<file path="src/rtl/sub_serial_alu_if.sv">
// Start/done handshake bundle for the serial subtractor.
// Optional flag outputs appear only when SUB_SERIAL_FLAGS_EN is defined.
interface sub_serial_alu_if #(
  parameter int WIDTH = 32
);
  logic             start;
  logic [WIDTH-1:0] A;
  logic [WIDTH-1:0] B;
  logic             busy;
  logic             done;
  logic [WIDTH-1:0] result;
  logic             Bout;
`ifdef SUB_SERIAL_FLAGS_EN
  logic             zero;
  logic             negative;
  logic             overflow;
`endif

  modport master (
    output start, A, B,
    input  busy, done, result, Bout
`ifdef SUB_SERIAL_FLAGS_EN
    , input zero, negative, overflow
`endif
  );

  modport slave (
    input  start, A, B,
    output busy, done, result, Bout
`ifdef SUB_SERIAL_FLAGS_EN
    , output zero, negative, overflow
`endif
  );
endinterface

</file>
<file path="src/rtl/sub_serial_alu.sv">
// Multi-cycle subtractor: result = A + ~B + 1, CHUNK bits per cycle LSB first.
// Optional zero/negative/overflow flags are enabled by macro SUB_SERIAL_FLAGS_EN.
module sub_serial_alu #(
  parameter int WIDTH = 32,
  parameter int CHUNK = 4
) (
  input  logic                clk,
  input  logic                rst_n,
  sub_serial_alu_if.slave     bus
);
  localparam int N  = WIDTH / CHUNK;
  localparam int CW = (N > 1) ? $clog2(N) : 1;

  if (WIDTH % CHUNK != 0) begin : g_chunk_check
    $error("sub_serial_alu: CHUNK must divide WIDTH");
  end

  typedef enum logic [1:0] {
    IDLE = 2'd0,
    RUN  = 2'd1,
    DONE = 2'd2
  } state_t;

  state_t           state_r;
  state_t           state_nx;
  logic             accept_s;
  logic             last_s;
  logic [WIDTH-1:0] a_r;
  logic [WIDTH-1:0] nb_r;
  logic             carry_r;
  logic [CW-1:0]    cnt_r;
  logic [WIDTH-1:0] result_r;
  logic             bout_r;
  logic             busy_r;
  logic             done_r;
  logic [CHUNK-1:0] sum_s;
  logic             cout_s;

  // Next-state decode; a start is honoured from IDLE and from DONE.
  always_comb begin
    state_nx = state_r;
    accept_s = 1'b0;
    last_s   = 1'b0;
    case (state_r)
      IDLE: begin
        if (bus.start) begin
          state_nx = RUN;
          accept_s = 1'b1;
        end else begin
          state_nx = IDLE;
        end
      end
      RUN: begin
        if (cnt_r == CW'(N - 1)) begin
          state_nx = DONE;
          last_s   = 1'b1;
        end else begin
          state_nx = RUN;
        end
      end
      DONE: begin
        if (bus.start) begin
          state_nx = RUN;
          accept_s = 1'b1;
        end else begin
          state_nx = IDLE;
        end
      end
      default: begin
        state_nx = IDLE;
      end
    endcase
  end

  // One CHUNK-bit adder slice fed from the low end of the operand shifters.
  always_comb begin
    {cout_s, sum_s} = {1'b0, a_r[CHUNK-1:0]} + {1'b0, nb_r[CHUNK-1:0]}
                    + {{CHUNK{1'b0}}, carry_r};
  end

  // State register with busy/done registered alongside it.
  always_ff @(posedge clk or negedge rst_n) begin
    if (!rst_n) begin
      state_r <= IDLE;
      busy_r  <= 1'b0;
      done_r  <= 1'b0;
    end else begin
      state_r <= state_nx;
      busy_r  <= (state_nx == RUN);
      done_r  <= (state_nx == DONE);
    end
  end

  // Operand shifters, carry chain, chunk counter and result/borrow registers.
  always_ff @(posedge clk or negedge rst_n) begin
    if (!rst_n) begin
      a_r      <= '0;
      nb_r     <= '0;
      carry_r  <= 1'b0;
      cnt_r    <= '0;
      result_r <= '0;
      bout_r   <= 1'b0;
    end else if (accept_s) begin
      a_r     <= bus.A;
      nb_r    <= ~bus.B;
      carry_r <= 1'b1;
      cnt_r   <= '0;
    end else if (state_r == RUN) begin
      a_r     <= a_r >> CHUNK;
      nb_r    <= nb_r >> CHUNK;
      carry_r <= cout_s;
      cnt_r   <= cnt_r + CW'(1);
      for (int k = 0; k < N; k++) begin
        if (cnt_r == CW'(k)) begin
          result_r[k*CHUNK +: CHUNK] <= sum_s;
        end
      end
      if (last_s) begin
        bout_r <= ~cout_s;
      end
    end
  end

  assign bus.busy   = busy_r;
  assign bus.done   = done_r;
  assign bus.result = result_r;
  assign bus.Bout   = bout_r;

`ifdef SUB_SERIAL_FLAGS_EN
  logic zacc_r;
  logic a_msb_r;
  logic b_msb_r;
  logic zero_r;
  logic neg_r;
  logic ovf_r;

  // Flags: zero accumulates per slice; the last slice supplies the result MSB.
  always_ff @(posedge clk or negedge rst_n) begin
    if (!rst_n) begin
      zacc_r  <= 1'b0;
      a_msb_r <= 1'b0;
      b_msb_r <= 1'b0;
      zero_r  <= 1'b0;
      neg_r   <= 1'b0;
      ovf_r   <= 1'b0;
    end else if (accept_s) begin
      zacc_r  <= 1'b1;
      a_msb_r <= bus.A[WIDTH-1];
      b_msb_r <= bus.B[WIDTH-1];
    end else if (state_r == RUN) begin
      zacc_r <= zacc_r & (sum_s == '0);
      if (last_s) begin
        zero_r <= zacc_r & (sum_s == '0);
        neg_r  <= sum_s[CHUNK-1];
        ovf_r  <= (a_msb_r != b_msb_r) && (sum_s[CHUNK-1] != a_msb_r);
      end
    end
  end

  assign bus.zero     = zero_r;
  assign bus.negative = neg_r;
  assign bus.overflow = ovf_r;
`endif
endmodule

</file>
<file path="src/flat_wrapper.sv">
// flat-port wrapper written by rule: the top's interface ports become plain ports
module sub_serial_alu_flat 
#(
  parameter int WIDTH = 32,
  parameter int CHUNK = 4
)
  (clk, rst_n, bus_start, bus_A, bus_B, bus_busy, bus_done, bus_result, bus_Bout);
  sub_serial_alu_if #(.WIDTH(WIDTH)) bus_i ();
  input  logic clk;
  input  logic rst_n;
  input wire logic [$bits(bus_i.start)-1:0] bus_start;
  input wire logic [$bits(bus_i.A)-1:0] bus_A;
  input wire logic [$bits(bus_i.B)-1:0] bus_B;
  output wire logic [$bits(bus_i.busy)-1:0] bus_busy;
  output wire logic [$bits(bus_i.done)-1:0] bus_done;
  output wire logic [$bits(bus_i.result)-1:0] bus_result;
  output wire logic [$bits(bus_i.Bout)-1:0] bus_Bout;
  assign bus_i.start = bus_start;
  assign bus_i.A = bus_A;
  assign bus_i.B = bus_B;
  assign bus_busy = bus_i.busy;
  assign bus_done = bus_i.done;
  assign bus_result = bus_i.result;
  assign bus_Bout = bus_i.Bout;
  sub_serial_alu #(.WIDTH(WIDTH), .CHUNK(CHUNK)) u_core (.clk(clk), .rst_n(rst_n), .bus(bus_i));
endmodule
</file>
<file path="config.mk">
export PLATFORM = sky130hd
export DESIGN_NAME = sub_serial_alu_flat
export DESIGN_NICKNAME = d
export VERILOG_FILES = /design/src/rtl/sub_serial_alu_if.sv /design/src/rtl/sub_serial_alu.sv /design/src/flat_wrapper.sv
export SDC_FILE = /design/constraint.sdc
export NUM_CORES = 1
export LEC_CHECK = 0
export ABC_CLOCK_PERIOD_IN_PS = 2390
export CAP_MARGIN = 30
export CORE_AREA = 4 4 107 159
export CTS_BUF_LIST = sky130_fd_sc_hd__clkbuf_4 sky130_fd_sc_hd__clkbuf_8 sky130_fd_sc_hd__clkbuf_16
export DETAILED_ROUTE_END_ITERATION = 7
export DIE_AREA = 0 0 111 163
export GPL_TIMING_DRIVEN = 0
export SLEW_MARGIN = 20
export SYNTH_ARGS = -nofsm -noshare
export SYNTH_HDL_FRONTEND = slang
export SYNTH_SLANG_ARGS = --single-unit
</file>
<file path="constraint.sdc">
create_clock -name clk -period 2.39 [get_ports clk]
set_input_delay 0.239 -clock clk [delete_from_list [all_inputs] [get_ports clk]]
set_output_delay 0.239 -clock clk [all_outputs]
set_load 0.03 [all_outputs]
</file>
# ---- Word level (Yosys, flattened, before mapping)
# Index checks and enable logic that the tools add are counted.
dict set report totals {
  wordCells 61
  regBits 105
  inputBits 67
  output_inout_bits 35
}
dict set report op_classes {
  mux 15
  n_addsub 3
  n_bitwise 3
  reduce_logical 13
  eq_ne 11
}
# operator n
set op_table {}
lappend op_table {{$mux 32} 4}
lappend op_table {{$not 32->32} 1}
lappend op_table {{$reduce_and 3->1} 9}
lappend op_table {{$eq 3x3->1 const B} 4}
lappend op_table {{$mux 1} 7}
lappend op_table {{$eq 3x2->1 const B} 2}
lappend op_table {{$mux 3} 2}
lappend op_table {{$add 4x4->5} 1}
lappend op_table {{$add 5x1->5} 1}
lappend op_table {{$eq 2x1->1 const B} 2}
lappend op_table {{$eq 2x2->1 const B} 2}
lappend op_table {{$pmux 2 s2} 1}
lappend op_table {{$add 3x1->3 const B} 1}
lappend op_table {{$eq 3x1->1 const B} 1}
lappend op_table {{$logic_not 3->1} 1}
lappend op_table {{$logic_not 2->1} 1}
lappend op_table {{$mux 2} 1}
lappend op_table {{$not 1->1} 2}
lappend op_table {{$reduce_bool 2->1} 1}
lappend op_table {{$reduce_or 2->1} 1}

# ---- Depth between registers and ports, before layout
# Gate-level depths: netlist (run 1).
dict set report depth {
  ltp_word 5
  mapped_depth 7
  mapped_depth_nobuf 6
}

# ---- Worst setup path after synthesis (run 1)
# No wires, ideal clock.
dict set report synth_path {
  path_type {reg2reg}
  from {reg u_core.carry_r}
  to {reg u_core.result_r[10] (netlist: u_core.bus.result[10])}
  path_buffers 0
  slack_ps 543
  setup_ps 139
  t_arrival_ps 1708
  t_required_ps 2251
  synth_period_minus_slack_ps 1847
  path_stages_with_launch 6
  cell_sequence {dfrtp_1 -> inv_1 -> fa_1 -> fa_1 -> xor2_1 -> o21ai_0}
}
dict set report synth_between {
  elab_chain_len 1
}
# item line
set synth_rtl {}
lappend synth_rtl {{from (decl)} sub_serial_alu.sv:30} ;# logic carry_r;
lappend synth_rtl {{from (signal assigned)} sub_serial_alu.sv:111} ;# carry_r <= cout_s;
lappend synth_rtl {{$add 5x1->5} sub_serial_alu.sv:78} ;# + {{CHUNK{1'b0}}, carry_r};
lappend synth_rtl {{to (signal, indexed assignment)} sub_serial_alu.sv:115} ;# result_r[k*CHUNK +: CHUNK] <= sum_s;
lappend synth_rtl {{to (decl)} sub_serial_alu.sv:32} ;# logic [WIDTH-1:0] result_r;
# Every way passes these cells.
# A chain may end at the register's enable or synchronous reset.

# ---- Worst setup path in the final report (run 1)
dict set report layout_path {
  from {reg u_core.carry_r}
  to {reg u_core.result_r[14] (netlist: u_core.bus.result[14])}
}
# Same word-level chain as after synthesis.

==> impl_metrics.ini, run 1 <==
[pwr]
power.density_mw_per_mm2 = 1430
ir_drop_uv = 528
power.leakage_nw = 2.77

[setup_path]
rrSetupSlack_ps = 320
worst_setup_path_start_kind = register
reg2reg_to = u_core.bus.result[14]
crit_required_ps = 2590
cp.arrival_ps = 2280
cp-end-kind = register
worstRegToRegCells = 5
path_class = reg -> reg
regToRegStartpoint = u_core.carry_r
critPathMaxFanout = 8

[detailed_routing]
route.detailed.drc = 0
dr_total_vias = 3683
routed_wl_mm = 11.9
drtIter0Drc = 218
drtPass1Iterations = 4
wire_per_inst_um = 15.8
routed_via_density = 4.91
antenna_left = 0

[floorplanning]
die_area_sq_mm = 0.0181
io_pins = 102
die_w_um = 111
rows = 56
start_util_pct = 29.4
core-area_sq_mm = 0.0156
die_y_um = 163

[timing]
hold_violations = 0
tns_ps = 0
setup_violations = 0
rsz0062_at_grt = no
max_slew_margin_pct = 69.8
fmax_mhz = 483
fin_crit_ps = 2070
tightest_slew_ps = 453
finalCritPeriodShare_pct = 86.7
skew_ps = 6.53
finalMaxSlewViolations = 0

[cts]
worst_setup_hold_path_clk_slew_ps = 70
cts_tree = built
cts_buffer_depth = 2
post_cts_buffers = 0
clk_latency_ps = 340
cts-root-buf = clkbuf_16
cts_htree_levels = 3
cts_made_buffers = 9
cts.sinks = 105

[yosys]
synth_simple_gate_area_share_pct = 16.2
syn-instance-count = 427
ys_seq_elements = 105
yosysTopAreaCell = dfrtp_1
synth_warnings = 0
synth_top_family_by_area = compound AO/OA/AOI/OAI gates
synth_xor_area_share_pct = 0.191
synth_top_area_share_pct = 57.2
synth.area.top_cells = dfrtp_1, a221o_1, nand2_1
synth_edf_count = 0
synth_mux_area_share_pct = 0.436
netlist_area_sq_mm = 0.00459
synthFlopType = dfrtp_1
synth_adder_area_share_pct = 3.33
syn-num-nets = 505
ys_seq_area_share_pct = 57.2
synthArstFlopShare_pct = 100
post_synth_num_cell_types = 35
synth_compound_area_share_pct = 17.5
syn_avg_cell_area_sq_um = 10.8

[finish]
seqCellArea_sq_mm = 0.00263
fillerInstances = 1510
nets = 619
multi_input_area_sq_mm = 0.00173
syn_to_final_growth_pct = 35.6
stdcell_area_sq_mm = 0.00622
drive_gt1_share_pct = 9.16

[worst_hold_path]
hp-class = in -> async

[grt]
grt_first_pass_wirelength_mm = 19.3
track_usage_pct = 13.4
antenna_found_initial = 1
grt_overflow = 0
grt_pass1_vias = 3861
grt_max_degree = 62

[placement]
numPortBuffers = 101
dp_hpwl_mm = 9.14
placed_area_sq_mm = 0.00588
gp_congestion = 0.753

[status]
status = finished, final reports clean

[flow_run]
drv_cap = 0
[metal layers]
layer,track usage (%),routed length [um],up-vias
li1,-,-,1751
met1,15.5,4700,1807
met2,24.3,6310,109
met3,2.68,565,16
met4,5.55,304,0
met5,0,0,-
[cells by family after synthesis]
group | Yosys count
simple gates | 160
mux | 2
compound gates | 105
flops | 105
buf+inv | 43
xor+xnor | 1
fa+ha+maj | 11
[cell usage after synthesis (6+ instances only)]
master,n
buf_2,19
nand3_1,9
a22oi_1,6
dfrtp_1,105
a221o_1,36
inv_1,11
nand2_1,73
nor2_1,54
ha_1,9
a31oi_1,20
nor4bb_1,6
o21ai_0,27
[area by class of cell]
class	instances	share of cell area, %
Sequential cell	105	42.2
Tap cell	203	4.08
Antenna cell	1	0.0402
Clock buffer	11	3.86
Inverter	11	0.663
Clock inverter	5	1.29
Buffer	32	3.16
Multi-Input combinational cell	279	27.8
Timing Repair Buffer	103	16.9
[metrics by stage]
| stage | util, % | instances | setup WS, ps | total power, mW | hold WS (ps) |
|---|---|---|---|---|---|
| after floorplan | - | 427 | 543 | 5.83 | -56.6 |
| after global placement | 37.5 | 731 | -2800 | 7.27 | 460 |
| after detailed placement | 37.7 | 732 | 63.0 | 7.42 | 194 |
| after CTS | 39.8 | 749 | 53.0 | 9.03 | 409 |
| after global routing | 39.8 | 750 | 182 | 9.56 | 419 |
| final | 39.8 | 750 | 319 | 8.93 | 393 |
[what timing repair did]
action,CTS,global route
hold buffers,1,0
hold endpoints to repair,44,0
endpoints found under the setup margin,0,8
resized for setup,0,1
[placed cells by master, fill, tap and decap left out, drive strengths merged, types with 3 or more instances in the layout]
cell type,instances
dfrtp,105
clkdlybuf4s50,100
nand2,73
nor2,55
a221o,36
buf,30
o21ai,27
a31oi,20
clkbuf,15
inv,11
nand3,9
ha,9
a22oi,6
nor4bb,6
a22o,5
o2bb2ai,5
nand3b,3
nand4b,3
nand4bb,3
nor2b,3
[critical path, stage by stage, from the launching register on]
cell and delay, ps:
dfrtp_1 320, inv_1 70, fa_1 460, fa_1 500, xor2_2 420, o21ai_0 170
[worst max path at each step]
stage	startpoint	to	depth (start not counted)
after floorplan	u_core.carry_r	u_core.bus.result[10]	5
after global placement	rst_n	u_core.bus.busy	1
after detailed placement	u_core.carry_r	u_core.bus.result[14]	5
after CTS	u_core.carry_r	u_core.bus.result[14]	5
after global routing	u_core.nb_r[0]	u_core.bus.result[30]	5
final	u_core.carry_r	u_core.bus.result[14]	5
[power by group]
group | total [mW] | switching [mW] | leakage [nW] | internal [mW]
combinational | 4.26 | 2.46 | 1.31 | 1.80
sequential | 3.09 | 0.490 | 1.31 | 2.60
clock | 1.58 | 0.644 | 0.153 | 0.940
[flip-flops by register name, summed over array words and instances (netlist names)]
signal,count
u_core.bus.done,1
u_core.bus.result,32
u_core.bus.Bout,1
u_core.nb_r,32
u_core.a_r,32
u_core.state_r,2
u_core.carry_r,1
u_core.bus.busy,1
u_core.cnt_r,3
Note: power is estimated with default switching activity, not from simulation.
==> inputs of run 2 (changes only) <==
--- a/config.mk
+++ b/config.mk
@@ -5,13 +5,14 @@
 export SDC_FILE = /design/constraint.sdc
 export NUM_CORES = 1
 export LEC_CHECK = 0
-export ABC_CLOCK_PERIOD_IN_PS = 2390
+export ABC_CLOCK_PERIOD_IN_PS = 1900
 export CAP_MARGIN = 30
 export CORE_AREA = 4 4 107 159
 export CTS_BUF_LIST = sky130_fd_sc_hd__clkbuf_4 sky130_fd_sc_hd__clkbuf_8 sky130_fd_sc_hd__clkbuf_16
 export DETAILED_ROUTE_END_ITERATION = 7
 export DIE_AREA = 0 0 111 163
 export GPL_TIMING_DRIVEN = 0
+export SKIP_LAST_GASP = 1
 export SLEW_MARGIN = 20
 export SYNTH_ARGS = -nofsm -noshare
 export SYNTH_HDL_FRONTEND = slang
==> constraint.sdc (replaced) <==
create_clock -name clk -period 1.9 [get_ports clk]
set_input_delay 0.19 -clock clk [delete_from_list [all_inputs] [get_ports clk]]
set_output_delay 0.19 -clock clk [all_outputs]
set_load 0.03 [all_outputs]
==> run 2 against run 1 <==
Effect of this change: first-iteration DRC count up 3.7%; total power up 28%; non-clock buffer count up 1; clock skew about the same; critical path type unchanged.
==> impl_metrics.ini, run 2 (synthesis results as in run 1) <==
[setup_path]
regToRegStartpoint = u_core.carry_r
worst_setup_path_start_kind = register
critPathMaxFanout = 8
reg2reg_to = u_core.bus.result[14]
cp.arrival_ps = 2030
cp-end-kind = register
crit_required_ps = 2110
rrSetupSlack_ps = 90
worstRegToRegCells = 5
path_class = reg -> reg

[timing]
hold_violations = 0
finalCritPeriodShare_pct = 95.5
tightest_slew_ps = 459
tns_ps = 0
rsz0062_at_grt = yes
max_slew_margin_pct = 69.4
fmax_mhz = 551
holdWs_ps = 344
skew_ps = 6.61
fin_crit_ps = 1810
setup_violations = 0
finalMaxSlewViolations = 0

[finish]
stdcell_area_sq_mm = 0.00627
fillerInstances = 1509
seqCellArea_sq_mm = 0.00263
layout_commonest_cell = dfrtp_1
drive_gt1_share_pct = 10.0
multi_input_area_sq_mm = 0.00177
syn_to_final_growth_pct = 36.5
fin_cells = 752
nets = 621
final_cell_mix = dfrtp_1, clkdlybuf4s50_1, nand2_1, nor2_1, a221o_1

[pwr]
power.leakage_nw = 2.78
power.density_mw_per_mm2 = 1830
power.internal_mw = 6.83
combPwrFrac_pct = 48.7
p_total_mw = 11.4
netSwitchingPower_mw = 4.61
ir_drop_uv = 668
clkPwrFrac_pct = 17.4
switching_share_pct = 40.3
seqPwrFrac_pct = 33.9

[floorplanning]
die_y_um = 163
core-area_sq_mm = 0.0156
io_pins = 102
rows = 56
die_area_sq_mm = 0.0181
start_util_pct = 29.4
die_w_um = 111

[cts]
cts_tree = built
cts_made_buffers = 9
cts.sinks = 105
worst_setup_hold_path_clk_slew_ps = 70
cts-root-buf = clkbuf_16
cts_htree_levels = 3
clk_latency_ps = 340
cts_buffer_depth = 2

[worst_hold_path]
hp-class = in -> async

[status]
status = finished, final reports clean

[detailed_routing]
wire_per_inst_um = 16.0
dr_total_vias = 3713
routed_wl_mm = 12.0
drtPass1Iterations = 4
route.detailed.drc = 0
routed_via_density = 4.94
drtIter0Drc = 226
antenna_left = 0

[placement]
dp_hpwl_mm = 9.14
gp_congestion = 0.753
placed_area_sq_mm = 0.00588
numPortBuffers = 101
dp.cells = 732

[flow_run]
drv_cap = 0

[grt]
grt_pass1_vias = 3869
track_usage_pct = 13.4
antenna_found_initial = 1
grt_first_pass_wirelength_mm = 19.3
grt_overflow = 0
grt_max_degree = 62
run 2: layer usage:
layer,up-vias,global-route usage [%],wire length [um]
met3,16,2.68,579
met4,0,5.55,304
met2,113,24.4,6450
li1,1756,-,-
met1,1828,15.4,4680
met5,-,0,0
run 2: power groups by stage:
stage / Sequential [mW] / Clock, mW / Combinational [mW]
after floorplan: 4.42 / 0 / 2.91
after global placement: 3.87 / 0 / 5.27
after CTS: 3.88 / 2.04 / 5.57
after detailed placement: 3.92 / 0 / 5.40
final: 3.88 / 2.00 / 5.57
after global routing: 3.99 / 2.15 / 6.09
run 2: final cells by class:
| type | count | share of cell area, % |
|---|---|---|
| antenna | 1 | 0.0399 |
| buffer | 32 | 3.13 |
| clock buffer | 11 | 3.83 |
| clock inverter | 5 | 1.28 |
| inverter | 11 | 0.659 |
| multi-input combinational | 280 | 28.2 |
| sequential | 105 | 41.9 |
| tap | 203 | 4.05 |
| timing repair buffer | 104 | 16.9 |
run 2: worst max-delay path by stage:
| stage | startpoint | endpoint | slack, ps | depth (start not counted) |
|---|---|---|---|---|
| 2_1_floorplan | u_core.carry_r | u_core.bus.result[10] | 50 | 5 |
| 3_3_place_gp | rst_n | u_core.bus.busy | -3240 | 1 |
| 3_5_place_dp | u_core.carry_r | u_core.bus.result[14] | -430 | 5 |
| 4_1_cts | u_core.nb_r[2] | u_core.bus.result[23] | -30 | 4 |
| 5_1_grt | u_core.nb_r[0] | u_core.bus.result[10] | -20 | 5 |
| 6_report | u_core.carry_r | u_core.bus.result[14] | 90 | 5 |
run 2: stage by stage:
| step | setup slack [ps] | util, % |
|---|---|---|
| after floorplan | 52.8 | - |
| after global placement | -3240 | 37.5 |
| after detailed placement | -427 | 37.7 |
| after CTS | -31.3 | 40.0 |
| after global routing | -16.6 | 40.1 |
| final | 85.1 | 40.1 |
run 2: what timing repair did:
action,in CTS,in global routing
pin swaps,2,1
cloned,0,1
hold buffers,1,0
hold endpoints to repair,44,0
buffers inserted,1,0
gates resized for setup,4,4
setup endpoints to repair,17,24
run 2: worst max-delay path: stages, from the launching register on:
cell	delay [ps]
dfrtp_1	320
inv_1	70
fa_2	440
fa_2	430
xor2_4	290
o21ai_0	150
